--- src/rtl/writeback_stage_pkg.sv ---
// writeback_stage_pkg: shared types for the MEM/WB slice.
//   word_t / regbits_t : datapath word and register index
//   regsel_t           : writeback data source select
//   wbstate_t          : halt sequencer state (RUN / HALTED)
//   wblatch_t          : contents of the MEM/WB pipeline register
//   selectWdat         : writeback data mux
package writeback_stage_pkg;

   typedef logic [31:0] word_t;
   typedef logic [4:0]  regbits_t;

   typedef enum logic [1:0] {
      SEL_ALU = 2'd0,
      SEL_MEM = 2'd1,
      SEL_NPC = 2'd2,
      SEL_LUI = 2'd3
   } regsel_t;

   typedef enum logic {
      RUN    = 1'b0,
      HALTED = 1'b1
   } wbstate_t;

   typedef struct packed {
      logic     v;
      logic     regWr;
      logic     haltBit;
      regsel_t  regSel;
      regbits_t regDst;
      word_t    nPC;
      word_t    ALUOut;
      word_t    dmemload;
   } wblatch_t;

   // The LUI immediate is already shifted in EX, so SEL_LUI carries ALUOut
   // just like SEL_ALU; it stays a separate code only for debug visibility.
   function automatic word_t selectWdat(input wblatch_t l);
      word_t d;
      case (l.regSel)
         SEL_MEM: d = l.dmemload;
         SEL_NPC: d = l.nPC;
         default: d = l.ALUOut;
      endcase
      return d;
   endfunction

endpackage

--- src/rtl/writeback_stage_if.sv ---
// writeback_if: bundle between the memory stage / testbench and the
// writeback stage.
//   Inputs to WB : ihit, dhit, mem_valid, mem_memop, mem_halt and the *_next
//                  fields of the instruction currently in MEM.
//   Outputs of WB: register-file write port (wen/wsel/wdat), WB forwarding
//                  bus (fwd_en/fwd_reg/fwd_data), halt, retired count.
// Handshake: an instruction in MEM is taken exactly on the rising edge where
// mem_valid=1 and its completion qualifier is high (dhit for memory ops,
// ihit otherwise); MEM must hold its fields stable until that edge.
interface writeback_if
   import writeback_stage_pkg::*;
#(
   parameter int CNT_W = 32
) ();

   logic             ihit;
   logic             dhit;
   logic             mem_valid;
   logic             mem_memop;
   logic             mem_halt;
   word_t            nPC_next;
   logic             regWr_next;
   regsel_t          regSel_next;
   regbits_t         regDst_next;
   word_t            ALUOut_next;
   word_t            dmemload_next;

   logic             wen;
   regbits_t         wsel;
   word_t            wdat;
   logic             fwd_en;
   regbits_t         fwd_reg;
   word_t            fwd_data;
   logic             halt;
   logic [CNT_W-1:0] retired;

   modport wb (
      input  ihit, dhit, mem_valid, mem_memop, mem_halt,
      input  nPC_next, regWr_next, regSel_next, regDst_next,
      input  ALUOut_next, dmemload_next,
      output wen, wsel, wdat, fwd_en, fwd_reg, fwd_data, halt, retired
   );

   modport tb (
      output ihit, dhit, mem_valid, mem_memop, mem_halt,
      output nPC_next, regWr_next, regSel_next, regDst_next,
      output ALUOut_next, dmemload_next,
      input  wen, wsel, wdat, fwd_en, fwd_reg, fwd_data, halt, retired
   );

endinterface

--- src/rtl/writeback_stage_latch.sv ---
// wb_latch: MEM/WB pipeline register.
//   CLK, RST        : clock, async active-high reset
//   freeze          : hold everything (CPU halted)
//   ihit, dhit      : advance qualifiers
//   mem_*, *_next   : instruction leaving MEM
//   latch           : registered instruction now in WB
// When the MEM instruction is not ready to advance a bubble is loaded, so a
// stalled instruction occupies WB for exactly one cycle once it completes.
module wb_latch
   import writeback_stage_pkg::*;
(
   input  logic     CLK,
   input  logic     RST,
   input  logic     freeze,
   input  logic     ihit,
   input  logic     dhit,
   input  logic     mem_valid,
   input  logic     mem_memop,
   input  logic     mem_halt,
   input  logic     regWr_next,
   input  regsel_t  regSel_next,
   input  regbits_t regDst_next,
   input  word_t    nPC_next,
   input  word_t    ALUOut_next,
   input  word_t    dmemload_next,
   output wblatch_t latch
);

   logic advance;

   // A memory op is done only when its data access completes; ihit alone
   // is not enough for it, and dhit alone means nothing for a non-memory op.
   assign advance = mem_valid & (mem_memop ? dhit : ihit);

   always_ff @(posedge CLK or posedge RST) begin
      if (RST) begin
         latch <= '0;
      end else if (!freeze) begin
         if (advance) begin
            latch.v        <= 1'b1;
            latch.regWr    <= regWr_next;
            latch.haltBit  <= mem_halt;
            latch.regSel   <= regSel_next;
            latch.regDst   <= regDst_next;
            latch.nPC      <= nPC_next;
            latch.ALUOut   <= ALUOut_next;
            latch.dmemload <= dmemload_next;
         end else begin
            // Bubble: data fields keep their old value, they are not used.
            latch.v       <= 1'b0;
            latch.regWr   <= 1'b0;
            latch.haltBit <= 1'b0;
         end
      end
   end

endmodule

--- src/rtl/writeback_stage.sv ---
// writeback_stage: MEM/WB register, writeback mux, halt sequencer and
// retired-instruction counter.
//   CLK, RST : clock, async active-high reset
//   bus      : writeback_if.wb (MEM inputs, regfile write port, forwarding,
//              halt, retired)
//   dbgState : current halt sequencer state
module writeback_stage
   import writeback_stage_pkg::*;
#(
   parameter int CNT_W      = 32,
   parameter bit ZERO_GUARD = 1'b1
) (
   input  logic     CLK,
   input  logic     RST,
   writeback_if.wb  bus,
   output wbstate_t dbgState
);

   wblatch_t         latch;
   wbstate_t         state;
   logic [CNT_W-1:0] retiredQ;
   logic             halted;
   logic             zeroDst;
   logic             wenC;
   word_t            wdatC;

   assign halted = (state == HALTED);

   wb_latch u_latch (
      .CLK           (CLK),
      .RST           (RST),
      .freeze        (halted),
      .ihit          (bus.ihit),
      .dhit          (bus.dhit),
      .mem_valid     (bus.mem_valid),
      .mem_memop     (bus.mem_memop),
      .mem_halt      (bus.mem_halt),
      .regWr_next    (bus.regWr_next),
      .regSel_next   (bus.regSel_next),
      .regDst_next   (bus.regDst_next),
      .nPC_next      (bus.nPC_next),
      .ALUOut_next   (bus.ALUOut_next),
      .dmemload_next (bus.dmemload_next),
      .latch         (latch)
   );

   assign zeroDst = ZERO_GUARD && (latch.regDst == '0);
   assign wdatC   = selectWdat(latch);
   // HALT itself never writes, even if its decode asserted regWr.
   assign wenC    = latch.v & latch.regWr & ~latch.haltBit & ~halted & ~zeroDst;

   // Halt sequencer and retire counter. Each instruction sits in WB for a
   // single cycle, so counting v once per edge counts each one once.
   always_ff @(posedge CLK or posedge RST) begin
      if (RST) begin
         state    <= RUN;
         retiredQ <= '0;
      end else begin
         case (state)
            RUN: begin
               if (latch.v) begin
                  if (retiredQ != '1) retiredQ <= retiredQ + CNT_W'(1);
                  if (latch.haltBit) state <= HALTED;
               end
            end
            HALTED: state <= HALTED;
            default: state <= RUN;
         endcase
      end
   end

   assign bus.wen      = wenC;
   assign bus.wsel     = latch.regDst;
   assign bus.wdat     = wdatC;
   assign bus.fwd_en   = wenC;
   assign bus.fwd_reg  = latch.regDst;
   assign bus.fwd_data = wdatC;
   assign bus.halt     = halted;
   assign bus.retired  = retiredQ;
   assign dbgState     = state;

endmodule
--- src/flat_wrapper.sv ---
// flat-port wrapper written by rule: the top's interface ports become plain ports
module writeback_stage_flat import writeback_stage_pkg::*;
#(
   parameter int CNT_W      = 32,
   parameter bit ZERO_GUARD = 1'b1
)
  (CLK, RST, dbgState, bus_ihit, bus_dhit, bus_mem_valid, bus_mem_memop, bus_mem_halt, bus_nPC_next, bus_regWr_next, bus_regSel_next, bus_regDst_next, bus_ALUOut_next, bus_dmemload_next, bus_wen, bus_wsel, bus_wdat, bus_fwd_en, bus_fwd_reg, bus_fwd_data, bus_halt, bus_retired);
  writeback_if #(.CNT_W(CNT_W)) bus_i ();
  input  logic CLK;
  input  logic RST;
  output wbstate_t dbgState;
  input wire logic [$bits(bus_i.ihit)-1:0] bus_ihit;
  input wire logic [$bits(bus_i.dhit)-1:0] bus_dhit;
  input wire logic [$bits(bus_i.mem_valid)-1:0] bus_mem_valid;
  input wire logic [$bits(bus_i.mem_memop)-1:0] bus_mem_memop;
  input wire logic [$bits(bus_i.mem_halt)-1:0] bus_mem_halt;
  input wire logic [$bits(bus_i.nPC_next)-1:0] bus_nPC_next;
  input wire logic [$bits(bus_i.regWr_next)-1:0] bus_regWr_next;
  input wire logic [$bits(bus_i.regSel_next)-1:0] bus_regSel_next;
  input wire logic [$bits(bus_i.regDst_next)-1:0] bus_regDst_next;
  input wire logic [$bits(bus_i.ALUOut_next)-1:0] bus_ALUOut_next;
  input wire logic [$bits(bus_i.dmemload_next)-1:0] bus_dmemload_next;
  output wire logic [$bits(bus_i.wen)-1:0] bus_wen;
  output wire logic [$bits(bus_i.wsel)-1:0] bus_wsel;
  output wire logic [$bits(bus_i.wdat)-1:0] bus_wdat;
  output wire logic [$bits(bus_i.fwd_en)-1:0] bus_fwd_en;
  output wire logic [$bits(bus_i.fwd_reg)-1:0] bus_fwd_reg;
  output wire logic [$bits(bus_i.fwd_data)-1:0] bus_fwd_data;
  output wire logic [$bits(bus_i.halt)-1:0] bus_halt;
  output wire logic [$bits(bus_i.retired)-1:0] bus_retired;
  assign bus_i.ihit = bus_ihit;
  assign bus_i.dhit = bus_dhit;
  assign bus_i.mem_valid = bus_mem_valid;
  assign bus_i.mem_memop = bus_mem_memop;
  assign bus_i.mem_halt = bus_mem_halt;
  assign bus_i.nPC_next = bus_nPC_next;
  assign bus_i.regWr_next = bus_regWr_next;
  assign bus_i.regSel_next = bus_regSel_next;
  assign bus_i.regDst_next = bus_regDst_next;
  assign bus_i.ALUOut_next = bus_ALUOut_next;
  assign bus_i.dmemload_next = bus_dmemload_next;
  assign bus_wen = bus_i.wen;
  assign bus_wsel = bus_i.wsel;
  assign bus_wdat = bus_i.wdat;
  assign bus_fwd_en = bus_i.fwd_en;
  assign bus_fwd_reg = bus_i.fwd_reg;
  assign bus_fwd_data = bus_i.fwd_data;
  assign bus_halt = bus_i.halt;
  assign bus_retired = bus_i.retired;
  writeback_stage #(.CNT_W(CNT_W), .ZERO_GUARD(ZERO_GUARD)) u_core (.CLK(CLK), .RST(RST), .bus(bus_i), .dbgState(dbgState));
endmodule
--- config.mk ---
export PLATFORM = sky130hd
export DESIGN_NAME = writeback_stage_flat
export DESIGN_NICKNAME = d
export VERILOG_FILES = /design/src/rtl/writeback_stage_pkg.sv /design/src/rtl/writeback_stage_if.sv /design/src/rtl/writeback_stage_latch.sv /design/src/rtl/writeback_stage.sv /design/src/flat_wrapper.sv
export SDC_FILE = /design/constraint.sdc
export NUM_CORES = 1
export LEC_CHECK = 0
export BUFFER_PORTS_ARGS = -buffer_cell sky130_fd_sc_hd__buf_2
export CORE_UTILIZATION = 30
export DETAILED_ROUTE_END_ITERATION = 7
export MAX_ROUTING_LAYER = met4
export PLACE_DENSITY = 0.58
export SETUP_SLACK_MARGIN = 0.15
export SYNTH_ARGS = -nofsm -noshare
export SYNTH_HDL_FRONTEND = slang
export SYNTH_SLANG_ARGS = --single-unit
--- constraint.sdc ---
create_clock -name CLK -period 10.6 [get_ports CLK]
set_input_delay 0.53 -clock CLK [delete_from_list [all_inputs] [get_ports CLK]]
set_output_delay 0.53 -clock CLK [all_outputs]
set_load 0.005 [all_outputs]
# After elaboration in Yosys (flattened, before gate mapping)
# Index checks and enable logic that the tools add are counted.
[word_totals]
ff_bits = 139
input_bits = 111
output_inout_bits = 110
[classes]
n_reduce_logical = 3
eq_ne = 3
addsub = 1
n_mux = 6
bitwise = 8
[ops]
columns = ["cell", "n"]
rows = [
  ["32-bit case mux with 2 select lines", 1],
  ["32-bit by 1-bit adder with 32-bit output (second input constant)", 1],
  ["32-bit inequality test (second input constant)", 1],
  ["1-bit AND", 5],
  ["5-bit logical NOT", 1],
  ["1-bit two-way mux", 3],
  ["3-bit two-way mux", 1],
  ["1-bit inverter", 3],
  ["3-bit AND reduction", 1],
  ["2-bit by 1-bit == test with 1-bit output (second input constant)", 1],
  ["2-bit == test (second input constant)", 1],
  ["1-bit case mux with 2 select lines", 1],
  ["2-bit AND reduction", 1],
]

# Depth between registers and ports, before layout
# Gate-level depths: netlist of run 1.
[depth]
ltp_word = 4
mapped_depth = 8

# By module
# A second synthesis of run 1 with hierarchy kept.
[hier_totals]
hier_cells = 543
hier_area_um2 = 6526.3
[by_module_without_submodules]
columns = ["mod", "seq_area_each_um2", "area_each_um2", "cells_each", "instances"]
rows = [
  ["wb_latch", 2652.5, 3942.5, 226, 1],
  ["writeback_stage", 825.8, 2583.7, 317, 1],
]

# Worst setup path after synthesis of run 1
# No wires, ideal clock.
[synth_timing]
path_type = "register to register"
start = "reg u_core.retiredQ[9] (netlist: u_core.bus.retired[9])"
end = "reg u_core.retiredQ[22] (netlist: u_core.bus.retired[22])"
path_stages_with_launch = 8
required_ns = 10.475
path_buffers = 2
t_arrival_ns = 2.141
path_slack_ns = 8.335
path_cell_list = "dfrtp_1 -> nand4_2 -> or4_4 -> buf_6 -> or2_2 -> clkbuf_1 -> nor3_1 -> mux2_2"
[synth_between]
elab_chain_len = 2
word_cells_on_any_way = 3
[synth_rtl]
columns = ["item", "line", "text"]
rows = [
  ["start, declared", "writeback_stage.sv:21", "logic [CNT_W-1:0] retiredQ;"],
  ["start signal, assigned", "writeback_stage.sv:62", "if (retiredQ != '1) retiredQ <= retiredQ + CNT_W'(1);"],
  ["parallel branches: the longest is 2 deep, another holds 32-bit by 1-bit adder with 32-bit output", "n/a", ""],
]
# Several ways; the timed one is not identified.
# A chain may end at the register's enable or synchronous reset.

# Worst setup path after layout of run 1
[layout_timing]
start = "reg u_core.u_latch.latch[101] (netlist name)"
end = "out bus_fwd_data[12]"
[layout_between]
elab_chain_len = 2
word_cells_on_any_way = 3
[layout_rtl]
columns = ["item", "line", "text"]
rows = [
  ["2-bit == test / 2-bit by 1-bit == test with 1-bit output (equally long branches)", "writeback_stage_pkg.sv:39", "case (l.regSel)"],
  ["32-bit case mux with 2 select lines *", "writeback_stage_pkg.sv:39", ""],
  ["end, declared", "flat_wrapper.sv:28", "output wire logic [$bits(bus_i.fwd_data)-1:0] bus_fwd_data;"],
]
# Every way passes the cells marked *; elsewhere a longest branch is shown, timed or not.

==> results of run 1 <==
==> through the flow <==
| step | cells | utilization, % |
|---|---|---|
| floorplan | 549 | - |
| global placement | 972 | 35.7 |
| detailed placement | 972 | 35.7 |
| CTS | 1003 | 38.4 |
| global route | 1008 | 38.4 |
| finish | 1009 | 38.4 |
==> cells in the final DEF (no fill, tap or decap), types with 2 or more instances in the layout <==
| cell type | instances |
|---|---|
| dfrtp_1 | 139 |
| nand2_1 | 47 |
| a22oi_1 | 32 |
| nor4b_1 | 2 |
| inv_6 | 8 |
| nor4_1 | 4 |
| xor2_1 | 20 |
| buf_4 | 4 |
| nand4_1 | 3 |
| inv_1 | 6 |
| a21oi_1 | 2 |
| nand3_1 | 11 |
| clkinvlp_4 | 3 |
| ha_1 | 2 |
| clkbuf_16 | 17 |
| and3_1 | 2 |
| buf_2 | 220 |
| nor3_2 | 4 |
| or3_1 | 4 |
| o21ai_0 | 35 |
| a22o_1 | 2 |
| nor3_1 | 10 |
| a21o_1 | 2 |
| clkinv_4 | 2 |
| diode_2 | 6 |
| mux2_2 | 102 |
| xnor2_1 | 6 |
| nor4_2 | 2 |
| mux2i_1 | 2 |
| a31oi_1 | 2 |
| nor2_1 | 13 |
==> cells in the mapped netlist, types with 2 or more instances <==
library cell | instances | area, sq um
nand3_1 | 11 | 55.1
mux2_2 | 102 | 1150
buf_1 | 2 | 7.51
a21o_1 | 2 | 15.0
buf_6 | 2 | 22.5
nor3_2 | 4 | 40.0
ha_1 | 3 | 37.5
nand4_1 | 3 | 18.8
a22o_1 | 2 | 17.5
nor4_2 | 2 | 25.0
nand2_1 | 47 | 176
nor3b_1 | 2 | 15.0
inv_1 | 7 | 26.3
clkbuf_1 | 26 | 97.6
nor2_1 | 13 | 48.8
nor4_1 | 4 | 25.0
mux2i_1 | 2 | 20.0
o21ai_0 | 35 | 175
xnor2_1 | 6 | 52.6
dfrtp_1 | 139 | 3480
xor2_1 | 20 | 175
a21oi_1 | 2 | 10.0
buf_4 | 45 | 338
a31oi_1 | 2 | 12.5
or3_1 | 4 | 25.0
and3_1 | 2 | 12.5
nor4b_1 | 2 | 17.5
a22oi_1 | 32 | 240
nor3_1 | 10 | 50.1
==> worst max-delay path by stage <==
stage | depth (start not counted) | endpoint
after floorplan | 1 | u_core.bus.halt
after global placement | 6 | u_core.u_latch.latch[3]
after detailed placement | 6 | u_core.u_latch.latch[82]
after CTS | 4 | bus_fwd_data[12]
after global routing | 4 | bus_fwd_data[12]
final | 4 | bus_fwd_data[12]
==> cell families (layout without fill, tap and decap cells) <==
| group | after synthesis | count (layout) | synth area share, % |
|---|---|---|---|
| compound gates | 76 | 76 | 7.49 |
| buf+inv | 83 | 262 | 7.57 |
| flops | 139 | 139 | 53.0 |
| mux | 105 | 105 | 18.0 |
| xor+xnor | 26 | 26 | 3.47 |
| fa+ha+maj | 3 | 3 | 0.572 |
| simple gates | 117 | 117 | 9.91 |
| other cells | 0 | 6 | 0 |
==> state kept, by name, indices dropped and copies added (netlist names) <==
name	cells
u_core.bus.retired	32
u_core.bus.halt	1
u_core.u_latch.latch	106
==> routing by layer <==
metal / global-route usage [%] / vias up / routed length [microns]
li1: - / 2244 / -
met3: 5.64 / 9 / 1360
met4: 3.79 / 0 / 119
met2: 23.1 / 167 / 7220
met1: 18.9 / 2321 / 7450
met5: - / - / 0
==> area by class of cell <==
type                            count  area share [%]
Sequential cell                   139            42.6
Clock inverter                     14            1.67
Tap cell                          275            4.22
Antenna cell                        6           0.184
Timing Repair Buffer              224            13.9
Clock buffer                       17            5.22
Inverter                            7           0.383
Multi-Input combinational cell    327            31.8
==> report_power, final <==
| group | internal [W] | switching (W) | leakage (nW) |
|---|---|---|---|
| logic | 0.000461 | 0.000463 | 1.90 |
| registers | 0.000748 | 0.000125 | 1.69 |
| clock network | 0.000327 | 0.000251 | 0.268 |
| total | 0.00154 | 0.000839 | 3.86 |
==> worst max-delay path, stage by stage (launching register included) <==
cell and delay [ns]:
dfrtp_1 0.35, inv_1 0.06, ha_2 1.06, o21ai_0 0.40, buf_2 0.23
==> results.sh, run 1 <==
export IMPL_status="complete, no violations"
export IMPL_drt_first_pass_iters=4
export IMPL_hold_buffers=0
export IMPL_power_leakage_nw=3.86
export IMPL_antenna_found_initial=5
export IMPL_cp_start_kind="flip-flop"
export IMPL_rows=53
export IMPL_powerDensity_nw_per_um2=291
export IMPL_rsz0062_at_grt="false"
export IMPL_period_share_pct=28.9
export IMPL_nFillCells=2120
export IMPL_fin_total_pwr_w=0.00238
export IMPL_cts_buffer_depth=2
export IMPL_grt_pass1_wl_microns=25200
export IMPL_port_buffers=220
export IMPL_finalMaxSlewViolations=0
export IMPL_postCtsSetupRepairBufs=0
export IMPL_synth_edff_count=0
export IMPL_maxSlewHeadroom_pct=25.8
export IMPL_synth_cells=549
export IMPL_placed_cell_area_sq_um=7580
export IMPL_r2r_cells=4
export IMPL_syn_area_per_cell_sq_um=12.0
export IMPL_preCtsSetupSlack_ns=7.82
export IMPL_wire_per_inst_microns=16.0
export IMPL_setup_tns_ns=0
export IMPL_grt_use_total_pct=15.2
export IMPL_synthFlopType="dfrtp_1"
export IMPL_htree_levels=4
export IMPL_gp_congestion=0.782
export IMPL_yosysUniqueCellTypes=45
export IMPL_clk_pin_slew_worst_paths_ns=0.06
export IMPL_wl_microns=16100
export IMPL_cts_tree="done"
export IMPL_ant_nets=0
export IMPL_drcViolationCount=0
export IMPL_ctsResizeCount=0
export IMPL_vias=4741
export IMPL_ys_ff_latch=139
export IMPL_layout_min_cycle_time_ns=3.07
export IMPL_placeableCoreArea_sq_um=21200
export IMPL_fin_hold_ws_ns=0.190
export IMPL_required_ns=10.07
export IMPL_insertion_delay_ns=0.42
export IMPL_die_y_microns=150
export IMPL_dieArea_sq_um=22500
export IMPL_via_per_inst=4.70
export IMPL_max_slew_worst_pin_slew_ns=1.11
export IMPL_finish_instance_area_sq_um=8160
export IMPL_numCtsBuffers=17
export IMPL_hpwl_microns=10900
export IMPL_io_pin_count=221
export IMPL_drive_gt1_share_pct=51.6
export IMPL_hold_path_class="primary input to async pin"
export IMPL_vdd_drop_max_mv=0.150
export IMPL_crit_path_end_kind="primary output"
export IMPL_overflow=0
export IMPL_synth_yosys_warnings=0
export IMPL_cp_max_fo=64
export IMPL_critPathArrivalTime_ns=2.54
export IMPL_synth_nets=663
export IMPL_syn_area_sq_um=6560
export IMPL_start_util_pct=30.9
export IMPL_critical_path_startpoint="u_core.u_latch.latch[101]"
export IMPL_grt_max_degree=76
export IMPL_multi_input_area_sq_um=2590
export IMPL_finalSetupViolCount=0
export IMPL_layout_nets=830
export IMPL_reg2reg_from="u_core.bus.halt"
export IMPL_fin_ws_ns=7.53
export IMPL_finalHoldViolCount=0
export IMPL_grt_pass1_vias=4661
export IMPL_ff_latch_area_sq_um=3480
export IMPL_syn_to_final_growth_pct=24.3
export IMPL_finalClockSkew_ns=0.0106
export IMPL_critPathKind="flip-flop to primary output"
export IMPL_max_freq_mhz=326
export IMPL_async_flop_share_pct=100
export IMPL_drtIter0Drc=180
export IMPL_clockRootBuffer="clkbuf_16"
export IMPL_reg2reg_setup_slack_ns=8.06
export IMPL_die_w_microns=150
export IMPL_cts_sinks=139
export IMPL_r2r_end="u_core.u_latch.latch[38]"
export IMPL_synth_seq_area_share_pct=53.0
export IMPL_drv_cap=0
Note: power is estimated with default switching activity, not from simulation.
==> inputs of run 2 (changes only) <==
==> constraint.sdc (replaced) <==
create_clock -name CLK -period 3.1 [get_ports CLK]
set_input_delay 0.155 -clock CLK [delete_from_list [all_inputs] [get_ports CLK]]
set_output_delay 0.155 -clock CLK [all_outputs]
set_load 0.005 [all_outputs]
==> run 2 against run 1 <==
Effect of this change: core utilization is 5.4 points higher; largest cell class unchanged; combinational power rose to 3.6 times the previous value; highest routed layer unchanged; worst hold slack gained 0.23 ns; first-iteration DRC count fell by 2.2%; non-clock buffer count grew 112; critical path type unchanged; setup slack got worse by 7.0 ns; sequential share of layout area is 5.3 points lower.
==> results.sh, run 2 (synthesis results as in run 1) <==
export IMPL_grt_max_degree=140
export IMPL_final_common_cell="buf_2"
export IMPL_crit_end="bus_fwd_data[28]"
export IMPL_cts_tree="done"
export IMPL_layout_min_cycle_time_ns=2.55
export IMPL_layout_nets=942
export IMPL_critPathArrivalTime_ns=2.40
export IMPL_r2r_cells=6
export IMPL_antenna_cells=0
export IMPL_critPathKind="flip-flop to primary output"
export IMPL_clk_pin_slew_worst_paths_ns=0.07
export IMPL_grt_pass1_vias=5167
export IMPL_nFillCells=1967
export IMPL_hpwl_microns=11100
export IMPL_rows=53
export IMPL_mostFrequentLayoutCells="buf_2, dfrtp_1, dlygate4sd3_1"
export IMPL_htree_levels=4
export IMPL_finalMaxSlewViolations=0
export IMPL_cp_start_kind="flip-flop"
export IMPL_clockRootBuffer="clkbuf_16"
export IMPL_finalClockSkew_ns=0.00877
export IMPL_drtIter0Drc=176
export IMPL_fin_util_pct=43.9
export IMPL_crit_path_end_kind="primary output"
export IMPL_antenna_found_initial=0
export IMPL_fin_hold_ws_ns=0.423
export IMPL_start_util_pct=30.9
export IMPL_die_w_microns=150
export IMPL_max_slew_worst_pin_slew_ns=0.899
export IMPL_port_buffers=220
export IMPL_hold_path_class="primary input to flip-flop"
export IMPL_critical_path_startpoint="u_core.u_latch.latch[101]"
export IMPL_multi_input_area_sq_um=2590
export IMPL_cts_buffer_depth=2
export IMPL_insertion_delay_ns=0.42
export IMPL_ant_nets=0
export IMPL_cts_sinks=139
export IMPL_numCtsBuffers=17
export IMPL_finalSetupViolCount=0
export IMPL_fin_total_pwr_w=0.00839
export IMPL_status="complete, no violations"
export IMPL_drcViolationCount=0
export IMPL_setup_tns_ns=0
export IMPL_reg2reg_setup_slack_ns=0.71
export IMPL_die_y_microns=150
export IMPL_placeableCoreArea_sq_um=21200
export IMPL_drv_cap=0
export IMPL_vias=5184
export IMPL_grt_use_total_pct=15.9
export IMPL_io_pin_count=221
export IMPL_period_share_pct=82.3
export IMPL_required_ns=2.94
export IMPL_ff_latch_area_sq_um=3480
export IMPL_grt_pass1_wl_microns=26700
export IMPL_syn_to_final_growth_pct=41.9
export IMPL_largest_register="u_core.u_latch.latch"
export IMPL_reg2reg_from="u_core.bus.retired[24]"
export IMPL_power_leakage_nw=4.36
export IMPL_maxSlewHeadroom_pct=40.0
export IMPL_finalHoldViolCount=0
export IMPL_via_per_inst=4.65
export IMPL_dp_cells=978
export IMPL_vdd_drop_max_mv=0.518
export IMPL_r2r_end="u_core.bus.retired[19]"
export IMPL_max_freq_mhz=392
export IMPL_largest_reg_flops=106
export IMPL_wire_per_inst_microns=15.4
export IMPL_finalNonFillerCells=1116
export IMPL_drt_first_pass_iters=4
export IMPL_powerDensity_nw_per_um2=901
export IMPL_cp_max_fo=50
export IMPL_wl_microns=17100
export IMPL_drive_gt1_share_pct=45.5
export IMPL_gp_congestion=0.828
export IMPL_dieArea_sq_um=22500
export IMPL_overflow=0
export IMPL_ctsResizeCount=0
export IMPL_rsz0062_at_grt="false"
-- run 2: cell types whose count changed in the layout (fill, tap and decap cells not counted), sizes merged --
cell | previous run | this run
clkinvlp | 3 | 4
clkbuf | 17 | 18
dlygate4sd3 | 0 | 106
diode | 6 | 0
buf | 224 | 230
clkinv | 3 | 1
inv | 14 | 15
-- run 2: how the worst min path moves through the flow --
stage,start,to,cells after the start
finish,bus_mem_valid,u_core.u_latch.latch[102],4
global route,bus_mem_valid,u_core.u_latch.latch[105],4
detailed placement,bus_mem_halt,u_core.u_latch.latch[103],2
global placement,bus_regSel_next[0],u_core.u_latch.latch[101],3
CTS,bus_mem_valid,u_core.u_latch.latch[102],4
floorplan,bus_regSel_next[0],u_core.u_latch.latch[101],2
-- run 2: final cells by class --
cell class	instances	share of cell area, %
Sequential cell	139	37.4
Clock buffer	18	4.72
Multi-Input combinational cell	327	27.9
Tap cell	275	3.70
Timing Repair Buffer	336	24.4
Inverter	7	0.322
Clock inverter	14	1.61
-- run 2: layer usage --
metal | up-vias | share of wire [%] | track usage (%)
met5 | - | 0 | -
met4 | 0 | 1.6 | 5.86
met3 | 28 | 6.7 | 4.24
met2 | 183 | 48 | 25.2
met1 | 2505 | 44 | 19.3
li1 | 2468 | - | -
-- run 2: stage by stage --
step	setup WS [ns]	area [sq um]
after detailed placement	0.737	7660
after floorplan	0.835	6570
after global routing	0.342	9310
after CTS	0.479	9310
final	0.547	9310
after global placement	0.826	7660
-- run 2: critical path: stages, from the launching register on --
cell and delay (ns):
dfrtp_1 0.35, inv_1 0.06, ha_2 0.91, buf_4 0.27, nand2_1 0.05, o21ai_0 0.14
buf_2 0.18
-- run 2: report_power, final --
part,internal (W),leakage (nW),switching [W]
clock network,0.00116,0.282,0.000880
registers,0.00256,1.69,0.000431
logic,0.00173,2.38,0.00163
-- run 2: what timing repair did --
action                    in CTS  in global routing
hold endpoints to repair     129                  0
setup buffers                  0                  0
hold buffers                 106                  0
==> inputs of run 3 (changes only) <==
--- a/config.mk
+++ b/config.mk
@@ -9,7 +9,7 @@
 export CORE_UTILIZATION = 30
 export DETAILED_ROUTE_END_ITERATION = 7
 export MAX_ROUTING_LAYER = met4
-export PLACE_DENSITY = 0.58
+export PLACE_DENSITY = 0.6
 export SETUP_SLACK_MARGIN = 0.15
 export SYNTH_ARGS = -nofsm -noshare
 export SYNTH_HDL_FRONTEND = slang
==> constraint.sdc (replaced) <==
create_clock -name CLK -period 2.1 [get_ports CLK]
set_input_delay 0.105 -clock CLK [delete_from_list [all_inputs] [get_ports CLK]]
set_output_delay 0.105 -clock CLK [all_outputs]
set_load 0.005 [all_outputs]
==> run 3 against run 2 <==
Effect of this change: sequential share of layout area decreased by 3.4 points; via count rose by 6.8%; clock skew increased by 0.0078 ns; register-to-register slack got worse by 0.60 ns; global-route usage rose by 1.6 points; cell area up 10%; combinational power increased by 91%; critical path depth rose by 2; flip-flop and latch count unchanged; final cell count increased by 5.6%.
==> results.sh, run 3 (synthesis results as in run 1) <==
export IMPL_drtIter0Drc=137
export IMPL_rsz0062_at_grt="true"
export IMPL_period_share_pct=95.0
export IMPL_hold_path_class="primary input to async pin"
export IMPL_wl_microns=19400
export IMPL_drive_gt1_share_pct=53.8
export IMPL_preCtsSetupSlack_ns=-0.0813
export IMPL_grt_pass1_wl_microns=29000
export IMPL_final_common_cell="buf_2"
export IMPL_clockRootBuffer="clkbuf_16"
export IMPL_ant_nets=0
export IMPL_grt_pass1_vias=5563
export IMPL_max_slew_worst_pin_slew_ns=0.708
export IMPL_vias=5537
export IMPL_cts_sinks=139
export IMPL_critPathArrivalTime_ns=2.32
export IMPL_nFillCells=1882
export IMPL_fin_total_pwr_w=0.0137
export IMPL_layout_min_cycle_time_ns=1.99
export IMPL_vdd_drop_max_mv=0.559
export IMPL_wl_met2_microns=9680
export IMPL_status="complete, no violations"
export IMPL_finish_instance_area_sq_um=10300
export IMPL_port_buffers=220
export IMPL_dp_cells=1013
export IMPL_m1WireLength_microns=8350
export IMPL_grt_use_total_pct=17.5
export IMPL_antenna_found_initial=1
export IMPL_required_ns=2.43
export IMPL_finalClockSkew_ns=0.0165
export IMPL_insertion_delay_ns=0.42
export IMPL_io_pin_count=221
export IMPL_maxSlewHeadroom_pct=52.7
export IMPL_r2r_cells=8
export IMPL_cts_tree="done"
export IMPL_max_freq_mhz=501
export IMPL_finalMaxSlewViolations=0
export IMPL_numCtsBuffers=17
export IMPL_overflow=0
export IMPL_finalNonFillerCells=1178
export IMPL_power_leakage_nw=4.88
export IMPL_cp_max_fo=7
export IMPL_die_y_microns=150
export IMPL_powerDensity_nw_per_um2=1340
export IMPL_finalHoldViolCount=0
export IMPL_wire_per_inst_microns=16.5
export IMPL_finalSetupViolCount=0
export IMPL_clk_pin_slew_worst_paths_ns=0.06
export IMPL_critPathKind="flip-flop to flip-flop"
export IMPL_gp_congestion=0.809
export IMPL_setup_tns_ns=0
export IMPL_placeableCoreArea_sq_um=21200
export IMPL_hpwl_microns=12000
export IMPL_dr_wl_met3_microns=1210
export IMPL_crit_path_end_kind="flip-flop"
export IMPL_placed_cell_area_sq_um=8120
export IMPL_fin_ws_ns=0.105
export IMPL_largest_reg_flops=106
export IMPL_grt_max_degree=46
export IMPL_largest_register="u_core.u_latch.latch"
export IMPL_cp_start_kind="flip-flop"
export IMPL_rows=53
export IMPL_drv_cap=0
export IMPL_drcViolationCount=0
export IMPL_start_util_pct=30.9
export IMPL_via_per_inst=4.70
export IMPL_top_layer="met4"
export IMPL_htree_levels=4
export IMPL_drt_first_pass_iters=4
export IMPL_layout_nets=1003
export IMPL_syn_to_final_growth_pct=56.4
export IMPL_cts_buffer_depth=2
export IMPL_die_w_microns=150
export IMPL_mostFrequentLayoutCells="buf_2, dfrtp_1, dlygate4sd3_1"
export IMPL_dieArea_sq_um=22500
## run 3: cell count changes in the layout (fill, tap and decap cells not counted), sizes merged
cell / before / now
buf: 230 / 288
diode: 0 / 1
clkinv: 1 / 2
clkbuf: 18 / 21
bufinv: 1 / 0
## run 3: what timing repair did
action                                  in CTS  in global routing
setup buffers                               18                  2
hold buffers                               106                  0
pin swaps                                    5                  9
endpoints found under the hold margin      121                  0
gates resized for setup                     38                 33
cloned                                       3                  3
endpoints found under the setup margin      84                 72
## run 3: critical path: stages, from the launching register on
cell	delay, ns
dfrtp_1	0.41
ha_4	0.16
nand4_1	0.10
or3_4	0.37
o31ai_4	0.35
buf_6	0.16
buf_16	0.13
buf_4	0.11
xnor2_1	0.11
## run 3: per-stage QoR
step,util (%),hold slack (ns)
finish,48.4,0.348
global route,48.4,0.402
CTS,47.3,0.366
detailed placement,38.3,0.267
global placement,38.3,0.270
floorplan,-,0.222
## run 3: cell type report
type                       count  area (sq um)  area share, %
timing repair buffer         397          2980           29.0
antenna                        1          2.50         0.0244
multi-input combinational    327          2860           27.9
sequential                   139          3480           33.9
clock inverter                14           126           1.23
clock buffer                  18           439           4.28
inverter                       7          30.0          0.293
tap                          275           344           3.35
## run 3: where the power goes
| part | internal (W) | switching (W) |
|---|---|---|
| Combinational | 0.00345 | 0.00296 |
| Sequential | 0.00378 | 0.000651 |
| Clock | 0.00159 | 0.00130 |
## run 3: per-layer routing
metal,vias up,GRT usage (%)
met1,2728,21.3
li1,2590,-
met4,0,4.49
met2,204,29.2
met5,-,-
met3,15,3.84
## run 3: path summary, 6_finish.rpt
kind / start / to / slack (ns)
worst max-delay path: u_core.bus.retired[0] / u_core.bus.retired[0] / 0.11
worst min-delay path: RST / u_core.u_latch.latch[45] / 0.35
worst max register to register: u_core.bus.retired[0] / u_core.bus.retired[0] / 0.11
max in group asynchronous: RST / u_core.u_latch.latch[64] / 1.13
min in group CLK: bus_ALUOut_next[29] / u_core.u_latch.latch[61] / 0.45
worst min register to register: u_core.bus.retired[14] / u_core.bus.retired[14] / 0.49
